==> src/rtl/types_pkg.sv <==
// Shared types for the shot sequencer and the strategy multiplexer it drives.
//   variants_t    : strategy index (3 bits; values >= NUM_VARIANTS are illegal)
//   parameters_t  : timing parameters handed to the selected strategy
//   seq_state_t   : sequencer state reported on state_o
//   seq_err_t     : sticky error code reported on err_o
//   par_valid()   : true when every mandatory timing field is non-zero
package types_pkg;

    localparam int NUM_VARIANTS = 5;

    typedef logic [2:0] variants_t;

    typedef struct packed {
        logic [31:0] TRIGGER_LEN;
        logic [31:0] DETONATE_LEN;
        logic [31:0] DETECTOR_READY_TIMEOUT;
    } parameters_t;

    typedef enum logic [2:0] {
        IDLE     = 3'd0,
        ARMED    = 3'd1,
        FIRE     = 3'd2,
        RUN      = 3'd3,
        COOLDOWN = 3'd4,
        FAULT    = 3'd5
    } seq_state_t;

    typedef enum logic [2:0] {
        ERR_NONE         = 3'd0,
        ERR_BAD_STRATEGY = 3'd1,
        ERR_BAD_PARAM    = 3'd2,
        ERR_TIMEOUT      = 3'd3,
        ERR_SPURIOUS     = 3'd4
    } seq_err_t;

    function automatic logic par_valid(input parameters_t p);
        return (p.TRIGGER_LEN != '0) && (p.DETONATE_LEN != '0) &&
               (p.DETECTOR_READY_TIMEOUT != '0);
    endfunction

endpackage

==> src/rtl/seq_timer.sv <==
// Loadable down-counter shared by the start pulse, run watchdog and cooldown.
//   clock, reset : system clock, asynchronous active-low reset
//   load         : load load_val this cycle (takes priority over en)
//   load_val     : value loaded; the counter then reports zero load_val cycles later
//   en           : count down by one per cycle, holding at zero
//   zero         : count is zero
module seq_timer #(
    parameter int W = 32
) (
    input  logic         clock,
    input  logic         reset,
    input  logic         load,
    input  logic [W-1:0] load_val,
    input  logic         en,
    output logic         zero
);

    logic [W-1:0] cnt_q;
    logic [W-1:0] cnt_d;

    always_comb begin
        cnt_d = cnt_q;
        if (load) begin
            cnt_d = load_val;
        end else if (en && (cnt_q != '0)) begin
            cnt_d = cnt_q - 1'b1;
        end
    end

    always_ff @(posedge clock or negedge reset) begin
        if (!reset) begin
            cnt_q <= '0;
        end else begin
            cnt_q <= cnt_d;
        end
    end

    assign zero = (cnt_q == '0);

endmodule

==> src/rtl/shot_sequencer.sv <==
// Shot sequencer: arms a strategy, fires a fixed-length start pulse into the
// strategy mux, watches for completion with a watchdog, enforces a re-arm
// cooldown and latches faults until the operator aborts.
//   clock, reset                    : system clock, asynchronous active-low reset
//   cmd_arm, cmd_fire, cmd_abort    : single-cycle operator commands
//   strategy_req, par_req           : requested strategy / timing parameters
//   strategy_sel, par               : values latched on a valid arm
//   start                           : start pulse (gated off by cmd_abort at once)
//   detonator_triggered,
//   output_trigger                  : status from the strategy mux (same clock)
//   state_o, err_o, shot_count      : state, sticky error, completed shots
module shot_sequencer
    import types_pkg::*;
#(
    parameter int START_LEN    = 20,
    parameter int RUN_TIMEOUT  = 10_000_000,
    parameter int COOLDOWN_LEN = 200_000
) (
    input  logic        clock,
    input  logic        reset,
    input  logic        cmd_arm,
    input  logic        cmd_fire,
    input  logic        cmd_abort,
    input  variants_t   strategy_req,
    input  parameters_t par_req,
    output variants_t   strategy_sel,
    output parameters_t par,
    output logic        start,
    input  logic        detonator_triggered,
    input  logic        output_trigger,
    output seq_state_t  state_o,
    output seq_err_t    err_o,
    output logic [15:0] shot_count
);

    // The timer reports zero load_val cycles after the load, so loading N-1
    // makes a phase last exactly N cycles.
    localparam logic [31:0] START_LOAD = 32'(START_LEN - 1);
    localparam logic [31:0] RUN_LOAD   = 32'(RUN_TIMEOUT - 1);
    localparam logic [31:0] COOL_LOAD  = 32'(COOLDOWN_LEN - 1);
    localparam variants_t   NUM_VAR_V  = variants_t'(NUM_VARIANTS);

    seq_state_t  state_q, state_d;
    seq_err_t    err_q, err_d;
    logic        start_q, start_d;
    logic [15:0] count_q, count_d;
    variants_t   sel_q, sel_d;
    parameters_t par_q, par_d;
    logic        otrig_q, det_q;

    logic        tmr_load;
    logic [31:0] tmr_val;
    logic        tmr_en;
    logic        tmr_zero;

    // Both status inputs come from this clock domain: one delay register is
    // enough for edge detection.
    logic trig_fall, det_rise;
    assign trig_fall = otrig_q & ~output_trigger;
    assign det_rise  = detonator_triggered & ~det_q;

    assign tmr_en = (state_q == FIRE) || (state_q == RUN) || (state_q == COOLDOWN);

    seq_timer #(.W(32)) u_timer (
        .clock    (clock),
        .reset    (reset),
        .load     (tmr_load),
        .load_val (tmr_val),
        .en       (tmr_en),
        .zero     (tmr_zero)
    );

    always_comb begin
        state_d  = state_q;
        err_d    = err_q;
        start_d  = start_q;
        count_d  = count_q;
        sel_d    = sel_q;
        par_d    = par_q;
        tmr_load = 1'b0;
        tmr_val  = '0;
        unique case (state_q)
            IDLE: begin
                if (det_rise) begin
                    state_d = FAULT;
                    err_d   = ERR_SPURIOUS;
                end else if (cmd_arm) begin
                    if (strategy_req >= NUM_VAR_V) begin
                        state_d = FAULT;
                        err_d   = ERR_BAD_STRATEGY;
                    end else if (!par_valid(par_req)) begin
                        state_d = FAULT;
                        err_d   = ERR_BAD_PARAM;
                    end else begin
                        sel_d   = strategy_req;
                        par_d   = par_req;
                        state_d = ARMED;
                    end
                end
            end
            ARMED: begin
                if (cmd_abort) begin
                    state_d = IDLE;
                end else if (det_rise) begin
                    state_d = FAULT;
                    err_d   = ERR_SPURIOUS;
                end else if (cmd_fire) begin
                    state_d  = FIRE;
                    start_d  = 1'b1;
                    tmr_load = 1'b1;
                    tmr_val  = START_LOAD;
                end
            end
            FIRE: begin
                if (cmd_abort) begin
                    state_d = IDLE;
                    start_d = 1'b0;
                end else if (tmr_zero) begin
                    state_d  = RUN;
                    start_d  = 1'b0;
                    tmr_load = 1'b1;
                    tmr_val  = RUN_LOAD;
                end
            end
            RUN: begin
                // Completion wins over a watchdog expiry in the same cycle.
                if (cmd_abort) begin
                    state_d = IDLE;
                end else if (trig_fall) begin
                    count_d  = count_q + 16'd1;
                    state_d  = COOLDOWN;
                    tmr_load = 1'b1;
                    tmr_val  = COOL_LOAD;
                end else if (tmr_zero) begin
                    state_d = FAULT;
                    err_d   = ERR_TIMEOUT;
                end
            end
            COOLDOWN: begin
                if (tmr_zero) begin
                    state_d = IDLE;
                end
            end
            FAULT: begin
                if (cmd_abort) begin
                    state_d = IDLE;
                    err_d   = ERR_NONE;
                end
            end
            default: begin
                state_d = IDLE;
                start_d = 1'b0;
            end
        endcase
    end

    always_ff @(posedge clock or negedge reset) begin
        if (!reset) begin
            state_q <= IDLE;
            err_q   <= ERR_NONE;
            start_q <= 1'b0;
            count_q <= '0;
            sel_q   <= '0;
            par_q   <= '0;
            otrig_q <= 1'b0;
            det_q   <= 1'b0;
        end else begin
            state_q <= state_d;
            err_q   <= err_d;
            start_q <= start_d;
            count_q <= count_d;
            sel_q   <= sel_d;
            par_q   <= par_d;
            otrig_q <= output_trigger;
            det_q   <= detonator_triggered;
        end
    end

    // Abort removes the pulse in the same cycle, before the state register reacts.
    assign start        = start_q & ~cmd_abort;
    assign state_o      = state_q;
    assign err_o        = err_q;
    assign shot_count   = count_q;
    assign strategy_sel = sel_q;
    assign par          = par_q;

endmodule

==> config.mk <==
export PLATFORM = sky130hd
export DESIGN_NAME = shot_sequencer
export DESIGN_NICKNAME = d
export VERILOG_FILES = /design/src/rtl/types_pkg.sv /design/src/rtl/seq_timer.sv /design/src/rtl/shot_sequencer.sv
export SDC_FILE = /design/constraint.sdc
export NUM_CORES = 1
export LEC_CHECK = 0
export CAP_MARGIN = 10
export CORE_ASPECT_RATIO = 0.5
export CORE_MARGIN = 4
export CORE_UTILIZATION = 30
export DETAILED_ROUTE_END_ITERATION = 8
export SLEW_MARGIN = 20
export SYNTH_ARGS = -nofsm -noshare
export SYNTH_HDL_FRONTEND = slang
export SYNTH_SLANG_ARGS = --single-unit
==> constraint.sdc <==
create_clock -name clock -period 2.7 [get_ports clock]
set_input_delay 0.54 -clock clock [delete_from_list [all_inputs] [get_ports clock]]
set_output_delay 0.54 -clock clock [all_outputs]
set_load 0.005 [all_outputs]
* Yosys cells after proc, flatten, opt, wreduce, memory -nomap -nowiden
Cells that the tools add are included.
** Storage, ports and cells
- Memories kept :: 0
- Latch bits :: 0
- Flip-flop bits (word level) :: 156
- Output and inout bits :: 122
- Memory bits (writable) :: 0
- ROM bits :: 0
- Bits of input ports :: 106
** Operators by class
- Muxes and demuxes :: 48
- Shift-type cells :: 0
- Equal/unequal tests :: 19
- Bitwise logic cells :: 9
- Order comparisons :: 1
- Div/mod/pow operators :: 0
- Multiply operators :: 0
- Add/subtract/negate cells :: 2
- Reductions and logical operators :: 19
** Operators with widths (number)
- $reduce_bool 32->1 :: 4
- $pmux 24 s3 :: 1
- $mux 3 :: 22
- $mux 32 :: 2
- $mux 24 :: 2
- $mux 18 :: 2
- $logic_not 32->1 :: 1
- $sub 32x1->32 const B :: 1
- $ne 2x2->1 const B :: 9
- $pmux 3 s6 :: 1
- $add 16x1->16 const B :: 1
- $mux 5 :: 3
- $mux 1 :: 12
- $ne 4x4->1 const B :: 3
- $pmux 3 s4 :: 1
- $reduce_and 5->1 :: 2
- $reduce_and 9->1 :: 1
- $eq 3x2->1 const B :: 2
- $eq 3x3->1 const B :: 2
- $ne 3x3->1 const B :: 2
- $not 1->1 :: 6
- $pmux 1 s3 :: 2
- $reduce_and 6->1 :: 1
- $reduce_bool 4->1 :: 1
- 9 further kinds :: 14

* Depth between registers and ports, before layout
Gate-level depths: netlist of the first run.
- Depth in word-level cells :: 8
- Mapped depth :: 9
- Gate-level depth less buffers :: 8

* Modules after synthesis
From an unflattened synthesis of the first run, not the netlist that was laid out.
** Unflattened totals
- Cell total of the unflattened synthesis :: 618
- Area, all modules :: 7303.3 sq um
** By module, submodules not included
- shot_sequencer :: cells an instance 384, times used 1, area an instance 5236.3 sq um
- seq_timer :: cells an instance 234, times used 1, area an instance 2067.0 sq um

* Least setup slack after synthesis of the first run
OpenSTA, ideal clock, no wires.
- Path kind :: register to register
- Start :: register u_timer.cnt_q[15]
- End :: register err_q[2] (netlist: err_o[2])
- Required time :: 2.572 ns
- Clock period less this slack :: 2.508 ns
- Path buffers :: 1
- Path slack :: 0.192 ns
- Arrival :: 2.381 ns
- Stages on the path, launching flop included :: 8
- Cells stage by stage :: dfrtp_1 or4_4 or3_1 buf_6 nor3_4 nand2_2 a311oi_2 mux2_1
** Between the ends
- Cells in the longest elaborated chain, start to end :: 3
** RTL lines
- from (decl) :: RTL line seq_timer.sv:18 : logic [W-1:0] cnt_q;
- from (signal assigned) :: RTL line seq_timer.sv:34 : cnt_q <= cnt_d;
- $logic_not 32->1 :: RTL line seq_timer.sv:38 : assign zero = (cnt_q == '0);
- $ne 2x2->1 (no source line)
- $reduce_and 9->1 (no source line)
- to (signal assigned) :: RTL line shot_sequencer.sv:169 : err_q <= err_d;
- to (decl) :: RTL line shot_sequencer.sv:44 : seq_err_t err_q, err_d;
No other way between the ends.
A chain may end at the register's enable or synchronous reset.

* Worst setup path after layout of the first run
Ends and elaborated chain as after synthesis.

==> flow_summary.json, run 1 <==
{
  "min_period_ns": 2.51,
  "ant_nets": 0,
  "swShare_pct": 30.9,
  "slowest_delay_ns": 0.55,
  "setup_viol_count_final": 0,
  "path_delay_family": "simple AND/OR/NAND/NOR gates",
  "max_cap_violations": 0,
  "hold_path_class": "in2async",
  "critical_path_class": "reg2reg",
  "synth_edf_count": 0,
  "p_leak_uw": 0.00455,
  "avgSynthCellArea_um2": 12.0,
  "drv_slew": 0,
  "cts_buffers": 17,
  "power_frac_seq_pct": 35.3,
  "place.gp.congestion": 0.814,
  "grt_pass1_vias": 5961,
  "setup-tns-final_ns": 0,
  "antennaDiodeCount": 0,
  "crit_chain": "or4_4 -> or3_4 -> nor3_4 -> nand2_2 -> a311oi_2 -> mux2_1",
  "internal-power_uw": 7920,
  "start_kind": "flop",
  "yosysWarnings": 0,
  "worstPathMaxFanout": 4,
  "htreeDepth": 4,
  "grt_overflow_total": 0,
  "seq_area_frac_synth_pct": 55.6,
  "via_per_inst": 4.71,
  "initial_core_util_pct": 30.6,
  "grt_pass1_wl_mm": 32.1,
  "finClkSkew_ns": 0.00854,
  "synth_nets": 694,
  "required_ns": 3.00,
  "antenna_found_initial": 0,
  "slew_headroom_pct": 58.6,
  "final.period_utilization_pct": 93.0,
  "async_flop_share_pct": 100,
  "clkPwrFrac_pct": 21.8,
  "fin_nets": 991,
  "r2r-end": "err_o[2]$_DFFE_PN0P_",
  "cts.path.max_buffers": 2,
  "fp.coreArea_mm2": 0.0229,
  "grt_start_max_net_pins": 66,
  "ys_types": 51,
  "hpwl_mm": 15.4,
  "post-route-drc-count": 0,
  "status": "finished clean",
  "crit_slowest_cell": "or4_4",
  "syn2layout_area_growth_pct": 54.4,
  "fmax_ghz": 0.398,
  "syn-instance-count": 585,
  "endpoint_kind": "flop",
  "power.total_uw": 11500,
  "layout-drive-gt1-share_pct": 24.7,
  "clk_latency_ns": 0.42,
  "avgRoutedWirePerCell_um": 16.8,
  "path_clk_slew_ns": 0.06,
  "dr.pass1.iters": 4,
  "routed_wl_mm": 20.2,
  "startpoint": "u_timer.cnt_q[15]$_DFFE_PN0P_",
  "cts-root-buf": "clkbuf_16",
  "ir_drop_uv": 419,
  "rsz0062_at_grt": "false",
  "drt_iter0_markers": 335,
  "ff2ff_setup_slack_ns": 0.19,
  "path_buf_inv": 0,
  "cts_sinks": 156,
  "rr_startpoint": "u_timer.cnt_q[15]$_DFFE_PN0P_",
  "power_density_mw_per_mm2": 1060,
  "finalHoldViolCount": 0,
  "num_vias": 5664,
  "syn-cell-area_mm2": 0.00702,
  "fp.dieArea_mm2": 0.0261,
  "rows": 39,
  "tightest_slew_ns": 0.620,
  "combPwrFrac_pct": 43.0,
  "grtUsageTotal_pct": 15.2,
  "synth_flop_cell": "dfrtp_1",
  "cts_tree": "yes",
  "ys_seq_elements": 156,
  "cp.arrival_ns": 2.81,
  "die_w_um": 224,
  "io_buffers": 227,
  "die_y_um": 116,
  "reg2reg_depth": 6,
  "io-pin-count": 228,
  "netSwitchingPower_uw": 3550
}
layout make-up:
| cell class | count | area, µm² |
|---|---|---|
| fillers | 2098 | 12100 |
| flip-flops and latches | 156 | 3900 |
| multi-input cells | 394 | 3010 |
| repair buffers | 305 | 2910 |
| clock buffers | 21 | 440 |
| well taps | 307 | 384 |
| clock inverters | 11 | 169 |
| inverters | 8 | 30.0 |
state kept, by name (all words and copies together) (netlist names):
| register | flops |
|---|---|
| err_o | 3 |
| otrig_q | 1 |
| strategy_sel | 3 |
| start_q | 1 |
| par | 96 |
| det_q | 1 |
| u_timer.cnt_q | 32 |
| state_o | 3 |
| shot_count | 16 |
logic make-up (layout without fill, tap and decap cells):
logic type	Yosys count	count (layout)	share of synthesized area, %
compound gates	66	66	6.65
buf+inv	35	345	2.12
xor+xnor	33	33	4.12
simple gates	190	190	14.7
mux	102	102	16.3
fa+ha+maj	3	3	0.535
flops	156	156	55.6
worst max-delay path by stage:
stage / end / cells after the start
6_report: err_o[2]$_DFFE_PN0P_ / 6
5_1_grt: par[9]$_DFFE_PN0P_ / 8
4_1_cts: u_timer.cnt_q[17]$_DFFE_PN0P_ / 7
3_5_place_dp: par[75]$_DFFE_PN0P_ / 8
3_3_place_gp: par[4]$_DFFE_PN0P_ / 8
2_1_floorplan: err_o[2]$_DFFE_PN0P_ / 7
what timing repair did:
| action | in CTS | in global routing |
|---|---|---|
| hold endpoints to repair | 0 | 0 |
| endpoints found under the setup margin | 0 | 53 |
| setup buffers | 0 | 0 |
| hold buffers | 0 | 0 |
| resized for setup | 0 | 5 |
routing by layer:
layer | track usage, % | vias to the layer above | wire, µm
li1 | - | 2734 | -
met4 | 5.26 | 0 | 446
met2 | 27.7 | 85 | 10600
met5 | 0 | - | 0
met1 | 18.7 | 2815 | 8640
met3 | 2.36 | 30 | 522
per-stage QoR:
stage | cell area [µm²] | util (%) | hold WS, ns | instances | setup slack [ns]
after CTS | 10800 | 47.1 | 0.134 | 1202 | 0.0990
after floorplan | 7020 | - | 0.244 | 585 | 0.192
final | 10800 | 47.3 | 0.103 | 1202 | 0.188
after global placement | 10200 | 44.5 | 0.457 | 1170 | -0.235
after detailed placement | 10200 | 44.5 | 0.475 | 1170 | -0.292
after global routing | 10800 | 47.3 | 0.147 | 1202 | 0.0708
layout by cell type (no fill, tap or decap), types with 12 or more instances in the layout:
master,instances
a21oi_1,13
buf_4,74
clkbuf_16,17
clkdlybuf4s50_1,226
dfrtp_1,156
mux2_2,99
nand2_1,26
nand4_1,12
nor2_1,45
nor3_1,16
nor4_1,36
o2bb2ai_1,12
xnor2_1,24
worst reg2reg max path, stage by stage, from the launching register on:
cell and delay (ns):
dfrtp_1 0.40, or4_4 0.55, or3_4 0.43, nor3_4 0.28
nand2_2 0.09, a311oi_2 0.31, mux2_1 0.35
Yosys cell counts, types with 3 or more instances:
| master | instances | area share [%] |
|---|---|---|
| ha_1 | 3 | 0.53 |
| a21oi_1 | 13 | 0.93 |
| nand4_1 | 12 | 1.1 |
| nand2b_1 | 8 | 0.71 |
| o2bb2ai_1 | 12 | 1.5 |
| nand3_1 | 6 | 0.43 |
| o21ai_0 | 11 | 0.78 |
| a211oi_1 | 3 | 0.32 |
| mux2_2 | 99 | 16 |
| clkbuf_1 | 18 | 0.96 |
| o31ai_1 | 3 | 0.32 |
| xor2_1 | 9 | 1.1 |
| nor2_1 | 45 | 2.4 |
| buf_2 | 8 | 0.57 |
| and3_1 | 6 | 0.53 |
| nor3b_1 | 4 | 0.43 |
| nor3_1 | 16 | 1.1 |
| nor4_1 | 39 | 3.5 |
| or3_1 | 4 | 0.36 |
| inv_1 | 8 | 0.43 |
| a31oi_1 | 7 | 0.62 |
| nor2b_1 | 6 | 0.53 |
| nand2_1 | 27 | 1.4 |
| o22ai_1 | 4 | 0.36 |
| dfrtp_1 | 156 | 56 |
| xnor2_1 | 24 | 3.0 |
power by group through the flow:
stage	sequential, µW	combinational, µW	clock (µW)
finish	4040	4930	2490
global route	4180	5340	2660
CTS	4050	4950	2550
detailed placement	4070	4920	0
global placement	4030	4860	0
floorplan	4010	2180	0
(Power assumes the default switching activity.)
==> inputs of run 2 (changes only) <==
--- a/config.mk
+++ b/config.mk
@@ -10,6 +10,7 @@
 export CORE_MARGIN = 4
 export CORE_UTILIZATION = 30
 export DETAILED_ROUTE_END_ITERATION = 8
+export DONT_BUFFER_PORTS = 1
 export SLEW_MARGIN = 20
 export SYNTH_ARGS = -nofsm -noshare
 export SYNTH_HDL_FRONTEND = slang
==> constraint.sdc (replaced) <==
create_clock -name clock -period 2.9 [get_ports clock]
set_input_delay 0.58 -clock clock [delete_from_list [all_inputs] [get_ports clock]]
set_output_delay 0.58 -clock clock [all_outputs]
set_load 0.005 [all_outputs]
==> run 2 against run 1 <==
Effect of this change:
- the run now ends with hold timing left
- design area shrank 25%
- critical path depth grew 2
- worst hold slack lost 0.25 ns
- register-to-register slack is essentially flat
- final cell count shrank 23%
- via count shrank 16%
- wire length shrank 16%
- power shrank 23%
- largest cell class unchanged
- highest routed layer unchanged
==> flow_summary.json, run 2 (synthesis gave the netlist of run 1 again) <==
{
  "status": "finished, violations left",
  "violations": "hold timing",
  "hpwl_mm": 12.8,
  "finish.utilization_pct": 35.4,
  "cp.arrival_ns": 3.02,
  "postLayoutCellArea_mm2": 0.00812,
  "final.period_utilization_pct": 93.9,
  "antennaDiodeCount": 0,
  "worstPathMaxFanout": 4,
  "path_buf_inv": 2,
  "avgRoutedWirePerCell_um": 18.5,
  "hold_path_class": "in2async",
  "syn2layout_area_growth_pct": 15.6,
  "drv_slew": 0,
  "slowest_delay_ns": 0.55,
  "ctsResizeCount": 0,
  "fin_nets": 713,
  "start_kind": "flop",
  "power_density_mw_per_mm2": 1090,
  "fp.coreArea_mm2": 0.0229,
  "drt_iter0_markers": 360,
  "htreeDepth": 4,
  "layout-drive-gt1-share_pct": 26.9,
  "post-cts-setup-buffer-count": 0,
  "min_period_ns": 2.72,
  "path_clk_slew_ns": 0.07,
  "cts_sinks": 156,
  "die_w_um": 224,
  "io-pin-count": 228,
  "via_per_inst": 5.17,
  "setup-tns-final_ns": 0,
  "finClkSkew_ns": 0.0126,
  "dr.pass1.iters": 5,
  "required_ns": 3.20,
  "hold_ws_ns": -0.145,
  "cts_buffers": 17,
  "cp_common_cell": "buf_4",
  "max_cap_violations": 0,
  "place.gp.congestion": 0.788,
  "grt_start_max_net_pins": 157,
  "path_delay_family": "simple AND/OR/NAND/NOR gates",
  "finalHoldViolCount": 156,
  "reg2reg_depth": 8,
  "ir_drop_uv": 365,
  "p_leak_uw": 0.00340,
  "largest_reg_flops": 96,
  "grt_pass1_vias": 4853,
  "final_cell_mix": "dfrtp_1 (156), mux2_2 (99), nor2_1 (45)",
  "rsz0062_at_grt": "false",
  "placed_area_mm2": 0.00752,
  "grtUsageTotal_pct": 12.8,
  "crit_chain": "or4_4 -> or3_1 -> buf_4 -> nor4b_1 -> buf_4 -> nand2_1 -> xor2_1 -> nor2_1",
  "rows": 39,
  "grt_overflow_total": 0,
  "slew_headroom_pct": 47.1,
  "antenna_found_initial": 0,
  "setup_viol_count_final": 0,
  "grt_pass1_wl_mm": 26.8,
  "power.total_uw": 8860,
  "cts_tree": "yes",
  "initial_core_util_pct": 30.6,
  "endpoint_kind": "flop",
  "ant_nets": 0,
  "cts.path.max_buffers": 2,
  "tightest_slew_ns": 0.786,
  "cts-root-buf": "clkbuf_16",
  "clk_latency_ns": 0.42,
  "routed_wl_mm": 17.1,
  "final_common_cell": "dfrtp_1",
  "io_buffers": 0,
  "fmax_ghz": 0.367,
  "critical_path_class": "reg2reg",
  "fp.dieArea_mm2": 0.0261,
  "worstSetupPathDepth": 8,
  "post-route-drc-count": 0,
  "num_vias": 4773,
  "die_y_um": 116,
  "crit_slowest_cell": "or4_4"
}
-- run 2: changes by cell type in the layout (fill, tap and decap cells not counted), sizes merged --
cell	change
buf	-52
bufinv	-2
clkdlybuf4s50	-226
inv	+2
-- run 2: worst register-to-register path, delay by kind of cell, from the launching register on --
kind | cells | cell delay (ns)
flip-flops | 1 | 0.41
XOR/XNOR | 1 | 0.14
buffers and inverters | 2 | 0.42
AND/OR/NAND/NOR | 5 | 1.65
-- run 2: through the flow --
step | setup WS (ns) | cells | hold WS [ns]
5_1_grt | 0.0718 | 924 | -0.179
4_1_cts | 0.189 | 924 | -0.171
2_1_floorplan | 0.392 | 585 | 0.284
3_5_place_dp | 0.205 | 892 | 0.288
6_report | 0.178 | 924 | -0.145
3_3_place_gp | 0.265 | 892 | 0.288
-- run 2: routing by layer --
metal | global-route usage [%] | wire length [µm] | share of wire (%) | vias up
met4 | 3.22 | 176 | 1.0 | 0
met2 | 21.4 | 8810 | 52 | 117
met3 | 3.37 | 825 | 4.8 | 12
met1 | 16.9 | 7280 | 43 | 2463
met5 | 0 | 0 | 0 | -
li1 | - | - | - | 2181
-- run 2: final timing paths --
path / start / endpoint / slack [ns]
hold reg to reg: shot_count[15]$_DFFE_PN0P_ / shot_count[15]$_DFFE_PN0P_ / 0.52
hold / removal: reset / shot_count[7]$_DFFE_PN0P_ / -0.15
max in group asynchronous: reset / par[15]$_DFFE_PN0P_ / 2.88
setup reg to reg: u_timer.cnt_q[15]$_DFFE_PN0P_ / u_timer.cnt_q[30]$_DFFE_PN0P_ / 0.18
min in group clock: output_trigger / otrig_q$_DFF_PN0_ / 0.19
setup / recovery: u_timer.cnt_q[15]$_DFFE_PN0P_ / u_timer.cnt_q[30]$_DFFE_PN0P_ / 0.18
-- run 2: final cells by class --
type	count	area, µm²
fill	2250	14800
sequential	156	3900
multi-input combinational	394	2980
clock buffer	21	460
tap	307	384
timing repair buffer	27	228
clock inverter	11	136
inverter	8	30.0
-- run 2: where the power goes --
group,internal (µW),switching (µW)
sequential,3130,901
combinational,1390,1190
clock,1330,912
==> inputs of run 3 (changes only) <==
--- a/config.mk
+++ b/config.mk
@@ -11,6 +11,7 @@
 export CORE_UTILIZATION = 30
 export DETAILED_ROUTE_END_ITERATION = 8
 export DONT_BUFFER_PORTS = 1
+export SETUP_SLACK_MARGIN = 0.02
 export SLEW_MARGIN = 20
 export SYNTH_ARGS = -nofsm -noshare
 export SYNTH_HDL_FRONTEND = slang
==> results of run 3 <==
The final DEF is identical to that of run 2; final timing and power are the same.
